==> src/rtl/move_sequencer_if.sv <==
// Handshake bundle between the move sequencer and the shared move units.
// The sequencer (master) issues a start strobe and op code; the selected
// unit (slave) answers with done, legality and the resulting position.
interface move_sequencer_if;
    logic       op_start;
    logic [2:0] op_code;
    logic       unit_done;
    logic       unit_ok;
    logic [7:0] unit_location;
    logic [1:0] unit_rotation;

    modport master (
        output op_start,
        output op_code,
        input  unit_done,
        input  unit_ok,
        input  unit_location,
        input  unit_rotation
    );

    modport slave (
        input  op_start,
        input  op_code,
        output unit_done,
        output unit_ok,
        output unit_location,
        output unit_rotation
    );
endinterface

==> src/rtl/move_sequencer.sv <==
// Move sequencer: latches key and gravity requests, grants one at a time by
// fixed priority (DROP > FALL > ROTATE > LEFT > RIGHT), runs the selected
// move unit through a start/done handshake and commits its result to the
// single active-piece location/rotation register.
module move_sequencer #(
    parameter int         TIMEOUT_CYCLES = 256,
    parameter logic [7:0] SPAWN_LOC      = 8'd194
) (
    input  logic                   clk,
    input  logic                   rst,
    input  logic                   enable,
    input  logic                   respawn,
    input  logic                   key_left,
    input  logic                   key_right,
    input  logic                   key_rotate,
    input  logic                   key_drop,
    input  logic                   tick_fall,
    move_sequencer_if.master       mv,
    output logic [7:0]             location_out,
    output logic [1:0]             rotation_out,
    output logic                   loc_we,
    output logic                   landed,
    output logic                   busy,
    output logic                   timeout_err
);

    localparam int CNT_W = (TIMEOUT_CYCLES > 2) ? $clog2(TIMEOUT_CYCLES) : 1;

    localparam logic [2:0] OP_NONE     = 3'd0;
    localparam logic [2:0] OP_LEFT     = 3'd1;
    localparam logic [2:0] OP_RIGHT    = 3'd2;
    localparam logic [2:0] OP_ROTATE   = 3'd3;
    localparam logic [2:0] OP_DOWN     = 3'd4;
    localparam logic [2:0] OP_TOBOTTOM = 3'd5;

    // Pending-request bit positions
    localparam int P_RIGHT = 0;
    localparam int P_LEFT  = 1;
    localparam int P_ROT   = 2;
    localparam int P_FALL  = 3;
    localparam int P_DROP  = 4;

    typedef enum logic [1:0] {
        ST_IDLE   = 2'd0,
        ST_ISSUE  = 2'd1,
        ST_WAIT   = 2'd2,
        ST_COMMIT = 2'd3
    } state_e;

    state_e           state_r, state_nxt_s;
    logic [4:0]       pend_r, pend_nxt_s;
    logic [4:0]       set_s;
    logic [4:0]       win_clr_s;
    logic [2:0]       win_code_s;
    logic             grant_s;
    logic [CNT_W-1:0] cnt_r, cnt_nxt_s;
    logic [2:0]       op_code_r, op_code_nxt_s;
    logic             op_start_r, op_start_nxt_s;
    logic [7:0]       loc_r, loc_nxt_s;
    logic [1:0]       rot_r, rot_nxt_s;
    logic             loc_we_r, loc_we_nxt_s;
    logic             landed_r, landed_nxt_s;
    logic             busy_r;
    logic             tmo_r, tmo_nxt_s;

    assign set_s = {key_drop, tick_fall, key_rotate, key_left, key_right};

    // Priority winner among pending requests and the bits its grant clears
    always_comb begin
        win_code_s = OP_NONE;
        win_clr_s  = 5'b00000;
        if (pend_r[P_DROP]) begin
            win_code_s = OP_TOBOTTOM;
            win_clr_s  = 5'b11111;          // hard drop discards everything else
        end else if (pend_r[P_FALL]) begin
            win_code_s = OP_DOWN;
            win_clr_s  = 5'b01000;
        end else if (pend_r[P_ROT]) begin
            win_code_s = OP_ROTATE;
            win_clr_s  = 5'b00100;
        end else if (pend_r[P_LEFT]) begin
            win_code_s = OP_LEFT;
            win_clr_s  = 5'b00010;
        end else if (pend_r[P_RIGHT]) begin
            win_code_s = OP_RIGHT;
            win_clr_s  = 5'b00001;
        end else begin
            win_code_s = OP_NONE;
            win_clr_s  = 5'b00000;
        end
    end

    // Next-state and next-output logic of the sequencing FSM
    always_comb begin
        state_nxt_s    = state_r;
        cnt_nxt_s      = cnt_r;
        op_code_nxt_s  = op_code_r;
        op_start_nxt_s = 1'b0;
        loc_nxt_s      = loc_r;
        rot_nxt_s      = rot_r;
        loc_we_nxt_s   = 1'b0;
        landed_nxt_s   = 1'b0;
        tmo_nxt_s      = tmo_r;
        grant_s        = 1'b0;

        case (state_r)
            ST_IDLE: begin
                if (enable && (pend_r != 5'b00000)) begin
                    grant_s       = 1'b1;
                    state_nxt_s   = ST_ISSUE;
                    op_code_nxt_s = win_code_s;
                end else begin
                    state_nxt_s   = ST_IDLE;
                end
                // New piece: respawn is only honoured while no move is in flight
                if (respawn) begin
                    loc_nxt_s    = SPAWN_LOC;
                    rot_nxt_s    = 2'd0;
                    loc_we_nxt_s = 1'b1;
                end else begin
                    loc_we_nxt_s = 1'b0;
                end
            end
            ST_ISSUE: begin
                op_start_nxt_s = 1'b1;
                cnt_nxt_s      = {CNT_W{1'b0}};
                state_nxt_s    = ST_WAIT;
            end
            ST_WAIT: begin
                if (mv.unit_done) begin
                    state_nxt_s   = ST_COMMIT;
                    op_code_nxt_s = OP_NONE;
                    // Commit at COMMIT entry so loc_we follows unit_done by one edge
                    if (mv.unit_ok) begin
                        loc_nxt_s    = mv.unit_location;
                        rot_nxt_s    = mv.unit_rotation;
                        loc_we_nxt_s = 1'b1;
                    end else begin
                        loc_we_nxt_s = 1'b0;
                    end
                    landed_nxt_s = (op_code_r == OP_TOBOTTOM) ||
                                   ((op_code_r == OP_DOWN) && !mv.unit_ok);
                end else if (cnt_r == CNT_W'(TIMEOUT_CYCLES - 1)) begin
                    state_nxt_s   = ST_IDLE;
                    op_code_nxt_s = OP_NONE;
                    tmo_nxt_s     = 1'b1;
                    cnt_nxt_s     = {CNT_W{1'b0}};
                end else begin
                    cnt_nxt_s     = cnt_r + CNT_W'(1);
                end
            end
            ST_COMMIT: begin
                state_nxt_s = ST_IDLE;
            end
            default: begin
                state_nxt_s   = ST_IDLE;
                op_code_nxt_s = OP_NONE;
            end
        endcase
    end

    // Pending update: disable clears all, otherwise a new pulse beats a grant clear
    always_comb begin
        if (!enable) begin
            pend_nxt_s = 5'b00000;
        end else if (grant_s) begin
            pend_nxt_s = (pend_r & ~win_clr_s) | set_s;
        end else begin
            pend_nxt_s = pend_r | set_s;
        end
    end

    // FSM state register
    always_ff @(posedge clk) begin
        if (rst) begin
            state_r <= ST_IDLE;
        end else begin
            state_r <= state_nxt_s;
        end
    end

    // Datapath and registered output flops
    always_ff @(posedge clk) begin
        if (rst) begin
            pend_r     <= 5'b00000;
            cnt_r      <= {CNT_W{1'b0}};
            op_code_r  <= OP_NONE;
            op_start_r <= 1'b0;
            loc_r      <= SPAWN_LOC;
            rot_r      <= 2'd0;
            loc_we_r   <= 1'b0;
            landed_r   <= 1'b0;
            busy_r     <= 1'b0;
            tmo_r      <= 1'b0;
        end else begin
            pend_r     <= pend_nxt_s;
            cnt_r      <= cnt_nxt_s;
            op_code_r  <= op_code_nxt_s;
            op_start_r <= op_start_nxt_s;
            loc_r      <= loc_nxt_s;
            rot_r      <= rot_nxt_s;
            loc_we_r   <= loc_we_nxt_s;
            landed_r   <= landed_nxt_s;
            busy_r     <= (state_nxt_s != ST_IDLE);
            tmo_r      <= tmo_nxt_s;
        end
    end

    assign mv.op_start   = op_start_r;
    assign mv.op_code    = op_code_r;
    assign location_out  = loc_r;
    assign rotation_out  = rot_r;
    assign loc_we        = loc_we_r;
    assign landed        = landed_r;
    assign busy          = busy_r;
    assign timeout_err   = tmo_r;

endmodule

==> src/flat_wrapper.sv <==
// flat-port wrapper written by rule: the top's interface ports become plain ports
module move_sequencer_flat 
#(
    parameter int         TIMEOUT_CYCLES = 256,
    parameter logic [7:0] SPAWN_LOC      = 8'd194
)
  (clk, rst, enable, respawn, key_left, key_right, key_rotate, key_drop, tick_fall, location_out, rotation_out, loc_we, landed, busy, timeout_err, mv_op_start, mv_op_code, mv_unit_done, mv_unit_ok, mv_unit_location, mv_unit_rotation);
  move_sequencer_if mv_i ();
  input  logic clk;
  input  logic rst;
  input  logic enable;
  input  logic respawn;
  input  logic key_left;
  input  logic key_right;
  input  logic key_rotate;
  input  logic key_drop;
  input  logic tick_fall;
  output logic [7:0] location_out;
  output logic [1:0] rotation_out;
  output logic loc_we;
  output logic landed;
  output logic busy;
  output logic timeout_err;
  output wire logic [$bits(mv_i.op_start)-1:0] mv_op_start;
  output wire logic [$bits(mv_i.op_code)-1:0] mv_op_code;
  input wire logic [$bits(mv_i.unit_done)-1:0] mv_unit_done;
  input wire logic [$bits(mv_i.unit_ok)-1:0] mv_unit_ok;
  input wire logic [$bits(mv_i.unit_location)-1:0] mv_unit_location;
  input wire logic [$bits(mv_i.unit_rotation)-1:0] mv_unit_rotation;
  assign mv_op_start = mv_i.op_start;
  assign mv_op_code = mv_i.op_code;
  assign mv_i.unit_done = mv_unit_done;
  assign mv_i.unit_ok = mv_unit_ok;
  assign mv_i.unit_location = mv_unit_location;
  assign mv_i.unit_rotation = mv_unit_rotation;
  move_sequencer #(.TIMEOUT_CYCLES(TIMEOUT_CYCLES), .SPAWN_LOC(SPAWN_LOC)) u_core (.clk(clk), .rst(rst), .enable(enable), .respawn(respawn), .key_left(key_left), .key_right(key_right), .key_rotate(key_rotate), .key_drop(key_drop), .tick_fall(tick_fall), .mv(mv_i), .location_out(location_out), .rotation_out(rotation_out), .loc_we(loc_we), .landed(landed), .busy(busy), .timeout_err(timeout_err));
endmodule
==> config.mk <==
export PLATFORM = sky130hd
export DESIGN_NAME = move_sequencer_flat
export DESIGN_NICKNAME = d
export VERILOG_FILES = /design/src/rtl/move_sequencer_if.sv /design/src/rtl/move_sequencer.sv /design/src/flat_wrapper.sv
export SDC_FILE = /design/constraint.sdc
export NUM_CORES = 1
export LEC_CHECK = 0
export CAP_MARGIN = 10
export CORE_MARGIN = 4
export CORE_UTILIZATION = 30
export DETAILED_ROUTE_END_ITERATION = 10
export PLACE_DENSITY = 0.51
export SYNTH_ARGS = -nofsm -noshare
export SYNTH_HDL_FRONTEND = slang
export SYNTH_SLANG_ARGS = --single-unit
==> constraint.sdc <==
create_clock -name clk -period 2 [get_ports clk]
set_input_delay 0.4 -clock clk [delete_from_list [all_inputs] [get_ports clk]]
set_output_delay 0.4 -clock clk [all_outputs]
set_load 0.05 [all_outputs]
==> results.py <==
metrics = {
    "worst_setup_path": {
        "crit_slowest_cell": "clkdlybuf4s50_1",
        "path_delay_family": "buffers and inverters",
        "worstSetupEndpointType": "output pin",
        "critPathMaxStageDelay_ps": 820,
        "cp_max_fo": 3,
        "rr_worst_depth": 5,
        "cp.required_ps": 1600,
        "arrival_ps": 1470,
        "cp.depth": 1,
        "path_buf_inv": 1,
        "cp_cell_sequence": "clkdlybuf4s50_1",
        "crit_type": "reg2out",
        "critPathLaunchType": "register",
    },
    "drt": {
        "drcViolationCount": 0,
        "routed_wl_mm": 3.67,
        "viasPerCell": 5.10,
        "vias": 1356,
        "antenna_left": 0,
        "firstDrtPassIters": 4,
        "wl_per_cell_um": 13.8,
        "drtIter0Drc": 48,
    },
    "power": {
        "switching_share_pct": 26.6,
        "p_clk_share_pct": 34.1,
        "p_seq_share_pct": 48.4,
        "p_switching_uw": 386,
        "internal_power_uw": 1070,
        "p_leak_uw": 0.000722,
        "peakVddDrop_uv": 387,
        "p_per_area_mw_per_mm2": 728,
        "pwr-share-comb_pct": 17.4,
    },
    "die": {
        "start_util_pct": 31.9,
        "coreArea_mm2": 0.00450,
        "die_w_um": 77.2,
        "top_level_ports": 39,
        "rows": 24,
        "dieArea_mm2": 0.00596,
        "die_h_um": 77.2,
    },
    "placement": {
        "dpl.hpwl_mm": 2.73,
        "place_area_mm2": 0.00191,
        "port_buffers": 38,
        "dp_cells": 259,
        "place_congestion": 0.795,
        "post-place-ws_ps": -54.1,
    },
    "sta": {
        "max_freq_ghz": 0.536,
        "hold_viol_final": 0,
        "slew_violations": 0,
        "relSlewSlack_pct": 65.4,
        "finClkSkew_ps": 2.83,
        "post-route-period-util_pct": 93.3,
        "setup_slack_ps": 134,
        "tns_ps": 0,
        "setup_viol": 0,
        "post-route-min-period_ps": 1870,
        "worst_pin_slew_ps": 517,
        "rsz0062_at_grt": "no",
    },
    "synth": {
        "synth_area_leaders": "dfxtp_1 46%, a21oi_1 7.7%, nor2_1 4.4%",
        "netlist.area_leader.share_pct": 46.0,
        "ys_seq_area_share_pct": 46.0,
        "netlist_instances": 169,
        "ys_types": 41,
        "syn_area_per_cell_um2": 8.51,
        "synth.most_common_cell": "dfxtp_1",
        "synth_top_cell_by_area": "dfxtp_1",
        "synthTopCellsByCount": "33 x dfxtp_1, 22 x a21oi_1, 17 x nor2_1",
        "synthArstFlopShare_pct": 0,
        "synth_edf_count": 0,
        "synth_area_mm2": 0.00144,
        "ys_ff_latch": 33,
        "synth_ff_type": "dfxtp_1",
        "ys_warn_count": 0,
        "synth_fp_nets": 191,
    },
    "cells_and_area": {
        "multi_input_area_um2": 716,
        "n_antenna_cell": 0,
        "fillCellCount": 459,
        "regArea_um2": 661,
        "drive_above_1_share_pct": 8.41,
        "stdcell_count": 266,
        "final_nets": 236,
        "postLayoutCoreUtil_pct": 44.3,
        "area_growth_pct": 38.7,
        "final_area_mm2": 0.00199,
    },
    "outcome": {
        "status": "completed",
    },
    "clocking": {
        "cts_sinks": 33,
        "cts_resized": 0,
        "htreeDepth": 2,
        "cts_buffers": 5,
        "cts_tree": "yes",
        "cts_buffer_depth": 2,
        "post-cts-setup-buffers": 0,
        "worst_skew_pair.late_latency_ps": 280,
        "holdBufCountCts": 0,
        "clkSlewWorstSetupHoldPaths_ps": 60,
        "clock-root-buffer": "clkbuf_8",
    },
    "grt": {
        "grt_pass1_vias": 1359,
        "grt_pass1_wl_mm": 6.09,
        "gr-total-overflow": 0,
        "grt_max_degree": 17,
        "antenna_found_initial": 0,
        "track_usage_pct": 12.6,
    },
    "job": {
        "maxCapViolCount": 0,
    },
    "worst_hold_path": {
        "min_path_cells": 2,
        "hold_path_class": "reg2reg",
    },
}
## cells by family (layout without fill, tap and decap cells)
group | after synthesis | in the layout | share of synthesized area [%]
buffers and inverters | 15 | 60 | 4.26
AO/OA/AOI/OAI | 48 | 48 | 21.8
AND/OR/NAND/NOR | 69 | 69 | 25.2
XOR/XNOR | 2 | 2 | 1.22
adder cells (fa/ha/maj) | 1 | 1 | 0.870
multiplexers | 1 | 1 | 0.696
flip-flops | 33 | 33 | 46.0
## state kept, by name (all words and copies together), names as in the netlist
name                 count
u_core.location_out      8
u_core.state_r           2
u_core.busy              1
u_core.landed            1
u_core.mv.op_start       1
u_core.pend_r            5
u_core.mv.op_code        3
u_core.timeout_err       1
u_core.loc_we            1
u_core.cnt_r             8
u_core.rotation_out      2
## path summary, 6_finish.rpt
check | startpoint | to | slack [ps]
setup / recovery | u_core.mv.op_code[1] | mv_op_code[1] | 130
hold / removal | u_core.location_out[5] | u_core.location_out[5] | 450
setup reg to reg | u_core.cnt_r[0] | u_core.busy | 320
hold reg to reg | u_core.location_out[5] | u_core.location_out[5] | 450
## cells in the final DEF, fill, tap and decap left out, drive strengths merged, types with 5 or more instances in the layout
master | Yosys | final
o21ai | 8 | 8
clkbuf | 6 | 7
dfxtp | 33 | 33
nand3 | 11 | 11
o21bai | 5 | 5
a21oi | 23 | 23
nor2 | 17 | 17
inv | 7 | 7
nand2b | 5 | 5
buf | 2 | 8
nand2 | 10 | 10
clkdlybuf4s50 | 0 | 38
nor3 | 8 | 8
## routing by layer
metal | track usage (%) | wire [µm] | share of wire (%)
met5 | 0 | 0 | 0
met4 | 5.87 | 66 | 1.8
met3 | 2.81 | 153 | 4.2
met2 | 20.8 | 1760 | 48
met1 | 15.5 | 1680 | 46
## worst register-to-register path, delay by kind of cell (launching register included)
kind | cells | cell delay, ps
flip-flops | 1 | 410
AND/OR/NAND/NOR | 2 | 510
AO/OA/AOI/OAI | 2 | 410
adder cells (fa/ha/maj) | 1 | 220
## area by class of cell
class	instances	share of cell area, %
clock buffers	7	4.33
multi-input cells	121	35.9
flip-flops and latches	33	33.1
inverters	7	1.32
well taps	52	3.26
repair buffers	46	22.1
## power groups by stage
stage	Clock (µW)	Combinational, µW	Sequential (µW)
6_report	496	253	704
5_1_grt	542	276	707
4_1_cts	521	257	704
3_5_place_dp	0	255	718
3_3_place_gp	0	252	717
2_1_floorplan	0	108	753
## per-stage QoR
stage / power (µW) / hold slack (ps)
after CTS: 1480 / 457
final: 1450 / 453
after global placement: 969 / 438
after detailed placement: 973 / 448
after floorplan: 861 / 447
after global routing: 1530 / 468
Power figures use the tool's default switching activity.
